==> config.mk <==
export PLATFORM = sky130hd
export DESIGN_NAME = serial_add_ctrl_flat
export DESIGN_NICKNAME = d
export VERILOG_FILES = /design/src/rtl/serial_add_ctrl_if.sv /design/src/rtl/serial_add_ctrl.sv /design/src/flat_wrapper.sv
export SDC_FILE = /design/constraint.sdc
export NUM_CORES = 1
export LEC_CHECK = 0
export ABC_AREA = 1
export CAP_MARGIN = 20
export CORE_MARGIN = 10
export CORE_UTILIZATION = 40
export DETAILED_ROUTE_END_ITERATION = 10
export PLACE_DENSITY = 0.62
export SLEW_MARGIN = 40
export SYNTH_ARGS = -nofsm -noshare
export SYNTH_HDL_FRONTEND = slang
export SYNTH_SLANG_ARGS = --single-unit
==> constraint.sdc <==
create_clock -name clk -period 1.4 [get_ports clk]
set_input_delay 0.28 -clock clk [delete_from_list [all_inputs] [get_ports clk]]
set_output_delay 0.28 -clock clk [all_outputs]
set_load 0.01 [all_outputs]
==> src/rtl/serial_add_ctrl_if.sv <==
// Operand and result handshake bundle
// for the bit-serial adder controller.
interface serial_add_ctrl_if #(
  parameter int WIDTH = 8
);
  logic             in_valid;
  logic             in_ready;
  logic [WIDTH-1:0] a;
  logic [WIDTH-1:0] b;
  logic             out_valid;
  logic             out_ready;
  logic [WIDTH-1:0] sum;
  logic             cout;

  modport master (
    output in_valid,
    output a,
    output b,
    output out_ready,
    input  in_ready,
    input  out_valid,
    input  sum,
    input  cout
  );

  modport slave (
    input  in_valid,
    input  a,
    input  b,
    input  out_ready,
    output in_ready,
    output out_valid,
    output sum,
    output cout
  );
endinterface

==> src/rtl/serial_add_ctrl.sv <==
// Bit-serial adder controller: one full-adder
// bit per cycle, LSB first, valid/ready in and out.
module serial_add_ctrl #(
  parameter int WIDTH = 8
) (
  input  logic              clk,
  input  logic              rst_n,
  input  logic              clr,
  serial_add_ctrl_if.slave  bus,
  output logic              busy
);

  localparam int CW = $clog2(WIDTH);
  localparam logic [CW-1:0] LAST = CW'(WIDTH - 1);

  typedef enum logic [1:0] {
    S_IDLE,
    S_RUN,
    S_DONE
  } state_t;

  state_t           r_state;
  state_t           w_next;
  logic [WIDTH-1:0] r_a_sr;
  logic [WIDTH-1:0] r_b_sr;
  logic [WIDTH-1:0] r_sum;
  logic             r_cout;
  logic             r_carry;
  logic [CW-1:0]    r_cnt;

  logic w_accept;
  logic w_step;
  logic w_last;
  logic w_in_ready;
  logic w_out_valid;
  logic w_busy;
  logic w_s0;
  logic w_c0;
  logic w_s1;
  logic w_c1;
  logic w_cnext;

  // Full adder from two half-adder stages.
  assign w_s0    = r_a_sr[0] ^ r_b_sr[0];
  assign w_c0    = r_a_sr[0] & r_b_sr[0];
  assign w_s1    = w_s0 ^ r_carry;
  assign w_c1    = w_s0 & r_carry;
  assign w_cnext = w_c0 | w_c1;
  assign w_last  = (r_cnt == LAST);

  // State register.
  always_ff @(posedge clk or negedge rst_n) begin
    if (!rst_n) r_state <= S_IDLE;
    else        r_state <= w_next;
  end

  // Next state and handshake outputs; clr wins.
  always_comb begin
    w_next      = r_state;
    w_in_ready  = 1'b0;
    w_out_valid = 1'b0;
    w_busy      = 1'b0;
    w_accept    = 1'b0;
    w_step      = 1'b0;
    unique case (r_state)
      S_IDLE: begin
        w_in_ready = 1'b1;
        if (clr) begin
          w_next = S_IDLE;
        end else if (bus.in_valid) begin
          w_accept = 1'b1;
          w_next   = S_RUN;
        end
      end
      S_RUN: begin
        w_busy = 1'b1;
        if (clr) begin
          w_next = S_IDLE;
        end else begin
          w_step = 1'b1;
          if (w_last) w_next = S_DONE;
        end
      end
      S_DONE: begin
        w_busy      = 1'b1;
        w_out_valid = 1'b1;
        if (clr || bus.out_ready)
          w_next = S_IDLE;
      end
      default: begin
        w_next = S_IDLE;
      end
    endcase
  end

  // Operand shift registers, LSB consumed first.
  always_ff @(posedge clk or negedge rst_n) begin
    if (!rst_n) begin
      r_a_sr <= '0;
      r_b_sr <= '0;
    end else if (w_accept) begin
      r_a_sr <= bus.a;
      r_b_sr <= bus.b;
    end else if (w_step) begin
      r_a_sr <= {1'b0, r_a_sr[WIDTH-1:1]};
      r_b_sr <= {1'b0, r_b_sr[WIDTH-1:1]};
    end
  end

  // Carry and bit counter; flushed on clr.
  always_ff @(posedge clk or negedge rst_n) begin
    if (!rst_n) begin
      r_carry <= 1'b0;
      r_cnt   <= '0;
    end else if (clr || w_accept) begin
      r_carry <= 1'b0;
      r_cnt   <= '0;
    end else if (w_step) begin
      r_carry <= w_cnext;
      r_cnt   <= r_cnt + CW'(1);
    end
  end

  // Result shifts in from the MSB end; held otherwise.
  always_ff @(posedge clk or negedge rst_n) begin
    if (!rst_n) begin
      r_sum  <= '0;
      r_cout <= 1'b0;
    end else if (w_step) begin
      r_sum <= {w_s1, r_sum[WIDTH-1:1]};
      if (w_last) r_cout <= w_cnext;
    end
  end

  assign bus.in_ready  = w_in_ready;
  assign bus.out_valid = w_out_valid;
  assign bus.sum       = r_sum;
  assign bus.cout      = r_cout;
  assign busy          = w_busy;

endmodule

==> src/flat_wrapper.sv <==
// flat-port wrapper written by rule: the top's interface ports become plain ports
module serial_add_ctrl_flat 
#(
  parameter int WIDTH = 8
)
  (clk, rst_n, clr, busy, bus_in_valid, bus_a, bus_b, bus_out_ready, bus_in_ready, bus_out_valid, bus_sum, bus_cout);
  serial_add_ctrl_if #(.WIDTH(WIDTH)) bus_i ();
  input  logic clk;
  input  logic rst_n;
  input  logic clr;
  output logic busy;
  input wire logic [$bits(bus_i.in_valid)-1:0] bus_in_valid;
  input wire logic [$bits(bus_i.a)-1:0] bus_a;
  input wire logic [$bits(bus_i.b)-1:0] bus_b;
  input wire logic [$bits(bus_i.out_ready)-1:0] bus_out_ready;
  output wire logic [$bits(bus_i.in_ready)-1:0] bus_in_ready;
  output wire logic [$bits(bus_i.out_valid)-1:0] bus_out_valid;
  output wire logic [$bits(bus_i.sum)-1:0] bus_sum;
  output wire logic [$bits(bus_i.cout)-1:0] bus_cout;
  assign bus_i.in_valid = bus_in_valid;
  assign bus_i.a = bus_a;
  assign bus_i.b = bus_b;
  assign bus_i.out_ready = bus_out_ready;
  assign bus_in_ready = bus_i.in_ready;
  assign bus_out_valid = bus_i.out_valid;
  assign bus_sum = bus_i.sum;
  assign bus_cout = bus_i.cout;
  serial_add_ctrl #(.WIDTH(WIDTH)) u_core (.clk(clk), .rst_n(rst_n), .clr(clr), .bus(bus_i), .busy(busy));
endmodule
---- After elaboration in Yosys (flattened, before gate mapping) ----
Cells that the tools add are included.
operators by class
  add/sub/neg operators ................... 1
  multipliers ............................. 0
  divide/modulo/power cells ............... 0
  magnitude comparators ................... 0
  equality and inequality tests ........... 6
  shifts and indexed selects .............. 0
  multiplexer cells ....................... 22
  bitwise gates (word level) .............. 5
  reduce and logical (&&, ||, !) cells .... 8
operators with widths
  kind                                                              number
  8-bit 2-to-1 mux                                                  4
  1-bit 2-to-1 mux                                                  10
  2-bit 2-to-1 mux                                                  5
  3-bit 2-to-1 mux                                                  2
  2-bit case mux with 3 select lines                                1
  2-bit nonzero test                                                2
  3-bit by 1-bit adder with 3-bit output (second input constant)    1
  3-bit == test (second input constant)                             1
  3-bit by 2-bit != test with 1-bit output (second input constant)  1
  3-bit != test (second input constant)                             1
  3-bit AND reduction                                               1
  1-bit bitwise AND                                                 2
  2-bit by 1-bit == test with 1-bit output (second input constant)  1
  2-bit == test (second input constant)                             1
  2-bit logical NOT                                                 1
  1-bit logical OR                                                  2
  2-bit by 1-bit != test with 1-bit output (second input constant)  1
  2-bit AND reduction                                               1
  2-bit OR reduction                                                1
  1-bit bitwise XOR                                                 2
  1-bit OR                                                          1
storage, ports and cells
  register bits ........................... 31
  latch bits .............................. 0
  RAM bits ................................ 0
  memory bits (read-only) ................. 0
  input bits .............................. 21
  output and inout bits ................... 12
  logic and storage cells ................. 49
  memories ................................ 0

---- Longest topological paths before layout ----
  depth in word-level cells ............... 5
  depth in mapped cells ................... 8
  mapped depth without buffers ............ 8

---- Worst setup path after synthesis ----
OpenSTA, ideal clock, no wires.
  kind .................................... register to register
  from .................................... register u_core.r_state[0]
  to ...................................... register u_core.r_state[0]
  library setup time ...................... 65 ps
  arrival ................................. 1280 ps
  required time ........................... 1335 ps
  slack ................................... 55 ps
  cell stages (with the launch flop) ...... 8
  buffers on the path ..................... 1
  period minus slack after synthesis ...... 1345 ps
  cell sequence ........................... dfrtp_1 -> inv_1 -> ha_1 -> nand2_2 -> nor2_4 -> buf_4 -> nand3_1 -> nand2_1
on the way
  word-level cells in the longest chain between the ends .. 3
  elaborated cells on any way between the ends .. 8
  classes of those cells .................. eq/ne: 5; mux: 1; reduce/logical: 2
ends and longest elaborated chain
  what                                                                        RTL line               text
  start, declared                                                             serial_add_ctrl.sv:22  state_t r_state;
  start signal, assigned                                                      serial_add_ctrl.sv:54  else r_state <= w_next;
  2-bit by 1-bit == test with 1-bit output (tied with other cells)            serial_add_ctrl.sv:65  unique case (r_state)
  3-bit by 2-bit != test with 1-bit output (no line) (tied with other cells)  n/a
  3-bit AND reduction (no line)                                               n/a
Parallel ways exist; a longest one is shown, timed or not.
A chain may end at the register's enable or synchronous reset.

---- Worst setup path after layout ----
  from .................................... register u_core.r_state[1]
  to ...................................... register u_core.r_a_sr[0]
on the way
  word-level cells in the longest chain between the ends .. 3
  elaborated cells on any way between the ends .. 6
  classes of those cells .................. eq/ne: 1; mux: 3; reduce/logical: 2
ends and longest elaborated chain
  what                                                                           RTL line                text
  2-bit by 1-bit == test with 1-bit output or 2-bit logical NOT (tied branches)  serial_add_ctrl.sv:65
  1-bit 2-to-1 mux                                                               serial_add_ctrl.sv:65
  2-bit nonzero test (no line) or 8-bit 2-to-1 mux (tied branches)               n/a
  end signal, assigned                                                           serial_add_ctrl.sv:102  r_a_sr <= bus.a;
  end signal, assigned                                                           serial_add_ctrl.sv:105  r_a_sr <= {1'b0, r_a_sr[WIDTH-1:1]};
  end, declared                                                                  serial_add_ctrl.sv:24   logic [WIDTH-1:0] r_a_sr;
Parallel ways exist; a longest one is shown, timed or not.

==> flow_summary_export.csv <==
group,metric,value,unit
route,wl_per_cell,13.6,um
grt,use_met2,17.9,%
route,viasPerCell,4.91,
floorplanning,chipHeight,81.0,um
sta,max_slew_margin,84.4,%
floorplanning,start_util,40.9,%
cts,ctsHoldBuffers,0,
sta,setup_viol_count_final,4,
sta,fmax,704,MHz
critical_path,start_kind,"flop",
critical_path,crit_family,"buffers and inverters",
synthesis,postSynthAreaPerCell,8.35,um2
sta,rsz0062_at_grt,"yes",
critical_path,worst-setup-path-type,"flop to flop",
synthesis,synth_area_leaders,"dfrtp_1, nand2_1, nand3_1, ha_1, inv_1",
cts,h-tree-depth,2,
sta,worst_slack,-20.3,ps
route,dr.first_iter.drc_count,91,
synthesis,synth_cell_type_count,13,
route,num_vias,1356,
power,pwr-share-clk,21.0,%
power,p_leak,1.23,nW
synthesis,yosys.area.top_type_share,52.2,%
power,powerDensity,1380,nW/um2
power,pwr-share-comb,36.3,%
synthesis,ys_warn_count,0,
synthesis,ys_ff_latch,31,
cells_and_area,final_cell_mix,"nand2_1, dfrtp_1, nand3_1, clkdlybuf4s50_1, inv_1",
grt,grt_pass1_vias,1350,
grt,grt_max_degree,32,
cells_and_area,layout-drive-gt1-share,28.9,%
synthesis,synth_cells,178,
critical_path,cpPeakStageDelay,380,ps
synthesis,syn_nets,205,
grt,use_met3,4.75,%
cells_and_area,finish.net_count,254,
sta,hold_viol,0,
cells_and_area,final_common_cell,"nand2_1",
critical_path,critPathMaxFanout,8,
sta,fin_setup_tns,-38.8,ps
floorplanning,die_width,81.0,um
grt,gr-usage-met1,13.2,%
floorplanning,num_rows,22,
sta,worst_pin_slew,234,ps
min_path,hold_class,"input port to async pin",
sta,whs,363,ps
cts,cts.sinks,31,
cts,numCtsBuffers,5,
placed_design,dp_hpwl,2590,um
critical_path,worstRegToRegCells,8,
cts,cts_buffer_depth,2,
critical_path,cp.required,1620,ps
floorplanning,die_area,6550,um2
status,status,"finished, violations left",
grt,grt_use_total,11.4,%
power,p_int,2.10,mW
synthesis,synthesis.area,1490,um2
grt,antenna_found_initial,0,
sta,fin_crit_sh,101,%
grt,grt-ovfl-total,0,
cts,clkTransAtPathRegs,60,ps
power,ir_worst_vdd,576,uV
critical_path,timing.critical_path.buf_inv,3,
power,swShare,34.1,%
flow_run,maxCapViolCount,0,
cts,cts_root_buf,"clkbuf_8",
cts,tritoncts,"built",
grt,grt_pass1_wl,5820,um
route,firstDrtPassIters,4,
floorplanning,io_pins,33,
critical_path,worstSetupPathDepth,8,
power,p_sw,1.08,mW
cts,clk_latency,280,ps
route,drc_errors,0,
route,antenna_left,0,
critical_path,crit_slowest_cell,"dfrtp_1",
synthesis,synth_area_leader_cell,"dfrtp_1",
power,seqPwrFrac,42.7,%
critical_path,crit_chain,"inv_2, ha_4, buf_6, nand2_4, nor2_4, clkbuf_16, nand2_2, nand3_2",
sta,period_needed,1420,ps
cells_and_area,syn2layout_area_growth,55.1,%
critical_path,critPathCaptureType,"flop",
sta,fin_skew,4.61,ps
sta,slew_violations,0,
placed_design,numPortBuffers,32,
critical_path,arrival,1640,ps
grt,grt.busiest_layer,"met2",
cells_and_area,diodes,0,
placed_design,gp_congestion,0.803,
synthesis,seq_area_frac_synth,52.2,%
status,failed_checks,"setup timing",
floorplanning,core_area,3630,um2
route,wl,3750,um
what timing repair did:
action / 4_1_cts / 5_1_grt
resized for setup: 25 / 50
pin swaps: 0 / 18
setup buffers: 0 / 1
hold endpoints to repair: 0 / 0
gates cloned: 0 / 2
setup endpoints to repair: 17 / 31
worst paths after layout:
| check | start | end | slack (ps) |
|---|---|---|---|
| max in group asynchronous | rst_n | u_core.r_a_sr[0] | 870 |
| setup reg to reg | u_core.r_state[1] | u_core.r_a_sr[0] | -20 |
| min in group clk | u_core.r_a_sr[4] | u_core.r_a_sr[4] | 480 |
| setup / recovery | u_core.r_state[1] | u_core.r_a_sr[0] | -20 |
| hold / removal | rst_n | u_core.r_state[1] | 360 |
| hold reg to reg | u_core.r_a_sr[4] | u_core.r_a_sr[4] | 480 |
cell type report:
| class | instances | area, um2 |
|---|---|---|
| fillers | 325 | 1330 |
| multi-input cells | 122 | 786 |
| flip-flops and latches | 31 | 776 |
| repair buffers | 49 | 533 |
| clock buffers | 7 | 76.3 |
| inverters | 18 | 70.1 |
| well taps | 48 | 60.1 |
| clock inverters | 1 | 5.00 |
flip-flops by register name, indices dropped and copies added (netlist names):
register,cells
u_core.r_cnt,3
u_core.r_carry,1
u_core.r_a_sr,8
u_core.bus.sum,8
u_core.bus.cout,1
u_core.r_b_sr,8
u_core.r_state,2
per-stage QoR:
step                      setup WS (ps)  instances  util (%)  power (mW)  instance area [um2]
after floorplan                    54.8        178         -        1.85                 1490
after detailed placement           -113        266      55.0        2.40                 2000
final                             -20.3        276      63.5        3.18                 2310
after global routing               -110        276      63.5        3.41                 2310
after global placement            -79.2        266      55.0        2.36                 2000
after CTS                         -39.8        274      56.7        2.99                 2060
logic make-up after synthesis:
kind of cell,after synthesis,synth area share [%]
buf+inv,25,7.41
simple gates,106,31.5
flops,31,52.2
compound gates,10,3.37
fa+ha+maj,6,5.56
Yosys cell counts:
cell,count
fa_1,1
o21ai_0,10
buf_2,4
dfrtp_1,31
nand4_1,5
nand2_1,62
nor2_4,1
nand2_2,2
buf_4,3
inv_2,2
nand3_1,36
inv_1,16
ha_1,5
metal layers:
metal  wire, um  vias up
li1           -      674
met1       1610      641
met2       1820       34
met3        245        7
met4         84        0
met5          0        -
power by group through the flow:
stage | logic, mW | registers [mW] | clock network (mW)
finish | 1.15 | 1.36 | 0.669
global route | 1.28 | 1.39 | 0.736
CTS | 0.957 | 1.35 | 0.677
detailed placement | 1.04 | 1.37 | 0
global placement | 1.00 | 1.36 | 0
floorplan | 0.468 | 1.38 | 0
Power figures use the tool's default switching activity.
